[src/rtl/decode_pkg.sv]
// rtl/decode_pkg.sv - shared types and sizing for the decode sequencer
package decode_pkg;

  localparam int WINDOW_BYTES = 16;
  localparam int FETCH_BYTES  = 4;
  localparam int MAX_INSN_LEN = 15;

  typedef enum logic [1:0] {
    FILL    = 2'd0,
    PRESENT = 2'd1,
    ERROR   = 2'd2
  } seq_state_t;

  // Index 0 is the first byte of the next instruction.
  typedef logic [0:WINDOW_BYTES-1][7:0] byte_window_t;

endpackage

[src/rtl/decode_sequencer_if.sv]
// rtl/decode_sequencer_if.sv - prefetch and decoder handshake bundle
interface decode_sequencer_if;
  import decode_pkg::*;

  logic                     i_flush;
  logic                     i_fetch_valid;
  logic [8*FETCH_BYTES-1:0] i_fetch_data;
  logic [2:0]               i_fetch_count;
  logic                     o_fetch_ready;
  byte_window_t             o_instruction;
  logic [4:0]               o_byte_count;
  logic                     o_window_valid;
  logic                     i_decode_done;
  logic [3:0]               i_decode_length;
  logic                     i_decode_need_more;
  logic                     o_error;

  modport master (
    output i_flush, i_fetch_valid, i_fetch_data, i_fetch_count,
    output i_decode_done, i_decode_length, i_decode_need_more,
    input  o_fetch_ready, o_instruction, o_byte_count, o_window_valid, o_error
  );

  modport slave (
    input  i_flush, i_fetch_valid, i_fetch_data, i_fetch_count,
    input  i_decode_done, i_decode_length, i_decode_need_more,
    output o_fetch_ready, o_instruction, o_byte_count, o_window_valid, o_error
  );

endinterface

[src/rtl/decode_window_shifter.sv]
// rtl/decode_window_shifter.sv - retire consumed bytes and append fetched bytes
module decode_window_shifter
  import decode_pkg::*;
(
  input  byte_window_t             window,
  input  logic [4:0]               count,
  input  logic [3:0]               consume_len,
  input  logic [8*FETCH_BYTES-1:0] fetch_data,
  input  logic [2:0]               fetch_count,
  output byte_window_t             next_window,
  output logic [4:0]               next_count
);

  logic [FETCH_BYTES-1:0][7:0] fetch_bytes;
  logic [4:0]                  keep_count;

  assign fetch_bytes = fetch_data;
  assign keep_count  = count - {1'b0, consume_len};
  assign next_count  = keep_count + {2'b00, fetch_count};

  // Surviving bytes slide down by consume_len, fetched bytes land right after them, the rest is zero.
  always_comb begin
    next_window = '0;
    for (int i = 0; i < WINDOW_BYTES; i++) begin
      if (5'(i) < keep_count) begin
        next_window[i] = window[4'(5'(i) + {1'b0, consume_len})];
      end else if ((5'(i) - keep_count) < {2'b00, fetch_count}) begin
        next_window[i] = fetch_bytes[2'(5'(i) - keep_count)];
      end
    end
  end

endmodule

[src/rtl/decode_sequencer.sv]
// rtl/decode_sequencer.sv - instruction window sequencer between prefetch and decode
module decode_sequencer
  import decode_pkg::*;
(
  input  logic              i_clk,
  input  logic              i_reset,
  decode_sequencer_if.slave bus
);

  seq_state_t   state, state_nxt;
  byte_window_t window, window_nxt;
  logic [4:0]   count, count_nxt;
  logic [4:0]   need, need_nxt;

  logic       fetch_ready;
  logic       fetch_accept;
  logic       done;
  logic       need_more;
  logic       length_bad;
  logic       proto_error;
  logic [3:0] consume_len;
  logic [2:0] fetch_len;

  // Ready depends only on registered count/state so prefetch never sees a decoder-driven path.
  assign fetch_ready  = (count <= 5'(WINDOW_BYTES - FETCH_BYTES)) && (state != ERROR);
  assign fetch_accept = bus.i_fetch_valid && fetch_ready;

  assign done        = (state == PRESENT) && bus.i_decode_done;
  assign need_more   = (state == PRESENT) && bus.i_decode_need_more;
  assign length_bad  = (bus.i_decode_length == 4'd0) || ({1'b0, bus.i_decode_length} > count);
  assign proto_error = (done && need_more) || (done && length_bad) ||
                       (need_more && (count > 5'(MAX_INSN_LEN)));

  // An erroring cycle consumes nothing; an accepted fetch is still honoured.
  assign consume_len = (done && !proto_error) ? bus.i_decode_length : 4'd0;
  assign fetch_len   = fetch_accept ? bus.i_fetch_count : 3'd0;

  decode_window_shifter u_shifter (
    .window      (window),
    .count       (count),
    .consume_len (consume_len),
    .fetch_data  (bus.i_fetch_data),
    .fetch_count (fetch_len),
    .next_window (window_nxt),
    .next_count  (count_nxt)
  );

  // Next state and need threshold from decoder feedback and the post-update byte count.
  always_comb begin
    state_nxt = state;
    need_nxt  = need;
    case (state)
      FILL: begin
        if ((count_nxt >= need) || (count_nxt == 5'(WINDOW_BYTES))) begin
          state_nxt = PRESENT;
        end
      end
      PRESENT: begin
        if (proto_error) begin
          state_nxt = ERROR;
        end else if (done) begin
          need_nxt  = 5'd1;
          state_nxt = (count_nxt != 5'd0) ? PRESENT : FILL;
        end else if (need_more) begin
          need_nxt  = count + 5'd1;
          state_nxt = FILL;
        end
      end
      ERROR: begin
        state_nxt = ERROR;
      end
      default: begin
        state_nxt = FILL;
      end
    endcase
  end

  // Window registers; flush behaves like reset and wins over fetch and decode.
  always_ff @(posedge i_clk) begin
    if (i_reset || bus.i_flush) begin
      state  <= FILL;
      window <= '0;
      count  <= 5'd0;
      need   <= 5'd1;
    end else begin
      state  <= state_nxt;
      window <= window_nxt;
      count  <= count_nxt;
      need   <= need_nxt;
      assert (count_nxt <= 5'(WINDOW_BYTES));
    end
  end

  assign bus.o_fetch_ready  = fetch_ready;
  assign bus.o_instruction  = window;
  assign bus.o_byte_count   = count;
  assign bus.o_window_valid = (state == PRESENT);
  assign bus.o_error        = (state == ERROR);

endmodule

[src/flat_wrapper.sv]
// flat-port wrapper written by rule: the top's interface ports become plain ports
module decode_sequencer_flat import decode_pkg::*;
  (i_clk, i_reset, bus_i_flush, bus_i_fetch_valid, bus_i_fetch_data, bus_i_fetch_count, bus_i_decode_done, bus_i_decode_length, bus_i_decode_need_more, bus_o_fetch_ready, bus_o_instruction, bus_o_byte_count, bus_o_window_valid, bus_o_error);
  decode_sequencer_if bus_i ();
  input  logic i_clk;
  input  logic i_reset;
  input wire logic [$bits(bus_i.i_flush)-1:0] bus_i_flush;
  input wire logic [$bits(bus_i.i_fetch_valid)-1:0] bus_i_fetch_valid;
  input wire logic [$bits(bus_i.i_fetch_data)-1:0] bus_i_fetch_data;
  input wire logic [$bits(bus_i.i_fetch_count)-1:0] bus_i_fetch_count;
  input wire logic [$bits(bus_i.i_decode_done)-1:0] bus_i_decode_done;
  input wire logic [$bits(bus_i.i_decode_length)-1:0] bus_i_decode_length;
  input wire logic [$bits(bus_i.i_decode_need_more)-1:0] bus_i_decode_need_more;
  output wire logic [$bits(bus_i.o_fetch_ready)-1:0] bus_o_fetch_ready;
  output wire logic [$bits(bus_i.o_instruction)-1:0] bus_o_instruction;
  output wire logic [$bits(bus_i.o_byte_count)-1:0] bus_o_byte_count;
  output wire logic [$bits(bus_i.o_window_valid)-1:0] bus_o_window_valid;
  output wire logic [$bits(bus_i.o_error)-1:0] bus_o_error;
  assign bus_i.i_flush = bus_i_flush;
  assign bus_i.i_fetch_valid = bus_i_fetch_valid;
  assign bus_i.i_fetch_data = bus_i_fetch_data;
  assign bus_i.i_fetch_count = bus_i_fetch_count;
  assign bus_i.i_decode_done = bus_i_decode_done;
  assign bus_i.i_decode_length = bus_i_decode_length;
  assign bus_i.i_decode_need_more = bus_i_decode_need_more;
  assign bus_o_fetch_ready = bus_i.o_fetch_ready;
  assign bus_o_instruction = bus_i.o_instruction;
  assign bus_o_byte_count = bus_i.o_byte_count;
  assign bus_o_window_valid = bus_i.o_window_valid;
  assign bus_o_error = bus_i.o_error;
  decode_sequencer u_core (.i_clk(i_clk), .i_reset(i_reset), .bus(bus_i));
endmodule
[config.mk]
export PLATFORM = sky130hd
export DESIGN_NAME = decode_sequencer_flat
export DESIGN_NICKNAME = d
export VERILOG_FILES = /design/src/rtl/decode_pkg.sv /design/src/rtl/decode_sequencer_if.sv /design/src/rtl/decode_window_shifter.sv /design/src/rtl/decode_sequencer.sv /design/src/flat_wrapper.sv
export SDC_FILE = /design/constraint.sdc
export NUM_CORES = 1
export LEC_CHECK = 0
export ABC_AREA = 1
export BUFFER_PORTS_ARGS = -buffer_cell sky130_fd_sc_hd__buf_2
export CAP_MARGIN = 10
export CORE_MARGIN = 3
export CORE_UTILIZATION = 45
export CTS_CLUSTER_SIZE = 14
export DETAILED_ROUTE_END_ITERATION = 7
export PLACE_DENSITY = 0.75
export SLEW_MARGIN = 20
export SYNTH_ARGS = -nofsm -noshare
export SYNTH_HDL_FRONTEND = slang
export SYNTH_SLANG_ARGS = --single-unit
export TNS_END_PERCENT = 20
[constraint.sdc]
create_clock -name i_clk -period 9.6 [get_ports i_clk]
set_input_delay 0 -clock i_clk [delete_from_list [all_inputs] [get_ports i_clk]]
set_output_delay 0 -clock i_clk [all_outputs]
set_load 0.02 [all_outputs]
==> out/summary.md <==
After synthesis, the share of flip-flops with an asynchronous set or reset is 0%. The ratio of routed vias to standard cells works out to 6.741. Kind of cell adding the most delay to the critical path: adder cells. The netlist uses 47 different library cells. The floorplan step defined a die boundary enclosing 31440 sq um. The layout cell share with drive strength beyond 1 is 12.98%, and the flip-flop and latch count after synthesis is 140. The final-report hold violation count came out at 0.

Yosys mapped a number of flops with a built-in enable equal to 0. After clock tree synthesis, the clock-pin slew on the worst setup and hold paths is 0.07 ns. The first detailed-routing pass took 8 iterations. The initial antenna violation count is 0. The tools report the element type at the critical path start as a flip-flop. The initial utilization of the core area, before any placement, comes to 45.89%.

Synthesis produced a netlist with a net count of 2296. In the global route stage, overall resource usage came out at 42.92%. The run gives 0 as the count of final setup violators.

The path class of the lowest-slack min-delay path is input port to flip-flop. A synthesized cell averages 6.006 sq um. The library cells used most frequently in the layout, excluding fill and tap cells, are nand3_1 (908), nand2_1 (383), buf_2 (179), a21oi_1 (157), dfxtp_1 (140). The number of filler cells placed in the layout is 3075. In the final routed layout, each cell accounts on average for 26.18 um. The predominant post-synthesis flop cell was dfxtp_1. The signal on the critical path passes through inv_2, nor2_2, inv_2, nor2_4, nand3_2, nor2_4, buf_4, inv_2, fa_1, inv_1, ha_1, inv_1, xor2_1, inv_1, ha_1, a21oi_1, inv_1, a221oi_1, nand3_1, a21oi_1.

For the final routed database, the setup TNS stands at 0 ns. The actual slew at the worst max-slew pin was 1.256 ns; the number of buffers added by the clock tree synthesis step was 17. For the maximum operating frequency, the log shows 0.1387 GHz. Setup repair after global routing left no endpoint under its margin. The post-layout instance count excluding filler cells is 2674, and the post-synthesis instance total is 2199.

For this block, the via count after detailed routing is 18025. The signed area change from the synthesized netlist to the final layout came out at 11.99%. By area the synthesized netlist is led by nand3_1 (34%), dfxtp_1 (21%), nand2_1 (11%). The wire-length estimate of the detail-placed layout is 51180 um. VDD sags by at most 0.0001690 V. The maximum fanout count along the critical path was 68; the horizontal die dimension was 177.3 um. The critical setup path kind is flip-flop to flip-flop. The cell taking the most area after synthesis was nand3_1. The leakage power total was 6.540 nW. Buffers inserted to repair hold after CTS numbered 2. Counting tap cells, the placed design contains a total of 2639 instances. The die is 177.3 um tall. For this block, the routed nets add up to 70010 um of wire.

At the end of routability-driven placement, the weighted congestion stood at 1.036. The final-report max-slew violation count is 0. For the finished layout, the period the worst path requires is 7.208 ns. The top cell type's share of synthesized area came out at 34.41%. Data on the critical path is required at its endpoint by 9.95 ns. The slowest cell on the critical path is fa_1.

The DRC violations left was 3. 181 I/O pins were placed. Together, buffers and inverters on the worst path number 8. The placeable core area is 28780 sq um, and the final cycle utilization of the critical path is 75.09%. The maximum number of pins on one net before global-route repair was 88; the number of max-cap violations was 0. STA classifies the critical path endpoint as a flip-flop. The run gives 0 as the total of cells resized after clock tree synthesis. The design draws 0.003690 W.

In this run the core area contains 62 standard-cell rows. The H-tree was split into 4 levels. The total power divided by cell area is 249.5 nW/um^2.

The mapped netlist covers 13210 sq um. The cell that appears most often on the critical path is inv_1. The number of port buffers was 180; the delay of the slowest critical-path stage was 1.16 ns.

For the total overflow reported by the global router, the log shows 0. TritonCTS built the clock tree. The net count of the finished layout is 2373. The checks that failed: DRC. For this run, the number of Yosys warnings is 0. Largest clock skew in the final design: 0.01737 ns. The first global-routing pass estimated 100900 um of wire. Violation count after the first detailed-route iteration: 2758. The library cell used most frequently in the layout, excluding fill and tap cells, is nand3_1.

Post-CTS timing repair inserted 0 buffers for setup. The root buffer cell chosen for the clock tree is clkbuf_16. For the via count of the first global-routing pass, the log shows 16249.

The tree built by TritonCTS fans out to 140 sinks. For the worst-skew pair, the clock arrives at the later sink with an insertion delay of 0.44 ns. After synthesis, flip-flops and latches occupy 21.22% of the total area. The flow ran to the end, but the final reports show violations.

The worst pin sits at a relative slew slack of 15.89%. The run gives 7.56 ns as the arrival time at the worst endpoint. The clock passes through at most 2 buffers. The count of nets left with antenna violations once routing finished came out at 0.
power by group:
group          switching (W)  leakage [nW]  internal, W  total (W)
combinational        0.00168          5.13     0.000532    0.00222
clock               0.000306         0.274     0.000385   0.000691
sequential          0.000128          1.13     0.000655   0.000784
total                0.00212          6.54      0.00157    0.00369
cell type report:
cell class / count / area, sq um / area share, %
timing repair buffer: 206 / 1104 / 7.461
multi-input combinational: 1788 / 9358 / 63.27
antenna: 2 / 5.005 / 0.03384
clock inverter: 12 / 141.4 / 0.9559
clock buffer: 19 / 432.9 / 2.927
inverter: 123 / 466.7 / 3.155
sequential: 140 / 2803 / 18.95
tap: 384 / 480.5 / 3.248
per-layer routing:
metal / up-vias / global-route usage, % / wire length (um)
met5: - / 0 / 0
met4: 0 / 31.74 / 6326
met3: 338 / 10.38 / 8403
met2: 1381 / 64.46 / 29270
met1: 8323 / 53.25 / 26010
li1: 7983 / - / -
state kept, by name, summed over array words and instances, names as in the netlist:
name and count:
u_core.bus.o_byte_count 5, u_core.bus.o_instruction 128, u_core.need 5, u_core.state 2
path summary, 6_finish.rpt:
kind | startpoint | endpoint | slack [ns] | cells past startpoint
max | u_core.state[0]$_SDFFE_PP0P_ | u_core.bus.o_instruction[29]$_SDFF_PP0_ | 2.39 | 20
min | bus_i_decode_need_more | u_core.state[1]$_SDFFE_PP0P_ | 0.06 | 5
max reg2reg | u_core.state[0]$_SDFFE_PP0P_ | u_core.bus.o_instruction[29]$_SDFF_PP0_ | 2.39 | 20
min reg2reg | u_core.need[0]$_SDFFE_PP1P_ | u_core.need[0]$_SDFFE_PP1P_ | 0.48 | 2
logic make-up after synthesis:
family	after synthesis	share of synthesized area, %
flops	140	21.22
mux	28	2.122
buf+inv	271	8.441
simple gates	1461	52.89
compound gates	239	9.692
xor+xnor	8	0.5874
fa+ha+maj	52	5.040
tightest hold or removal path, delay by kind of cell:
family,cells,cell delay (ns)
and+or+nand+nor,1,0.11
buffers and inverters,2,0.17
AOI/OAI and AO/OA,2,0.16
cells in the mapped netlist (4+ instances only):
master    count
o21ai_0      52
nor2_2        5
nor2_1       41
ha_1         50
o21ai_1      10
nor3_1        6
buf_2        63
inv_2        23
nand4_1      98
nand2_1     383
dfxtp_1     140
buf_1        11
mux2i_1      28
xor2_1        5
inv_1        99
nand3_1     908
a21oi_1     157
nor2_4        4
clkbuf_1     70
nand2_2       7
metrics by stage:
| stage | hold slack (ns) | worst slack [ns] | utilization [%] | instance area (sq um) |
|---|---|---|---|---|
| floorplan | 0.1739 | 4.513 | - | 13210 |
| global route | 0.09507 | 1.797 | 51.37 | 14790 |
| detailed placement | 0.3503 | 2.630 | 49.27 | 14180 |
| global placement | 0.3424 | 2.909 | 49.25 | 14170 |
| finish | 0.05750 | 2.392 | 51.39 | 14790 |
| CTS | 0.07001 | 2.597 | 51.33 | 14770 |
No activity file was read; power rests on OpenSTA's default activity.
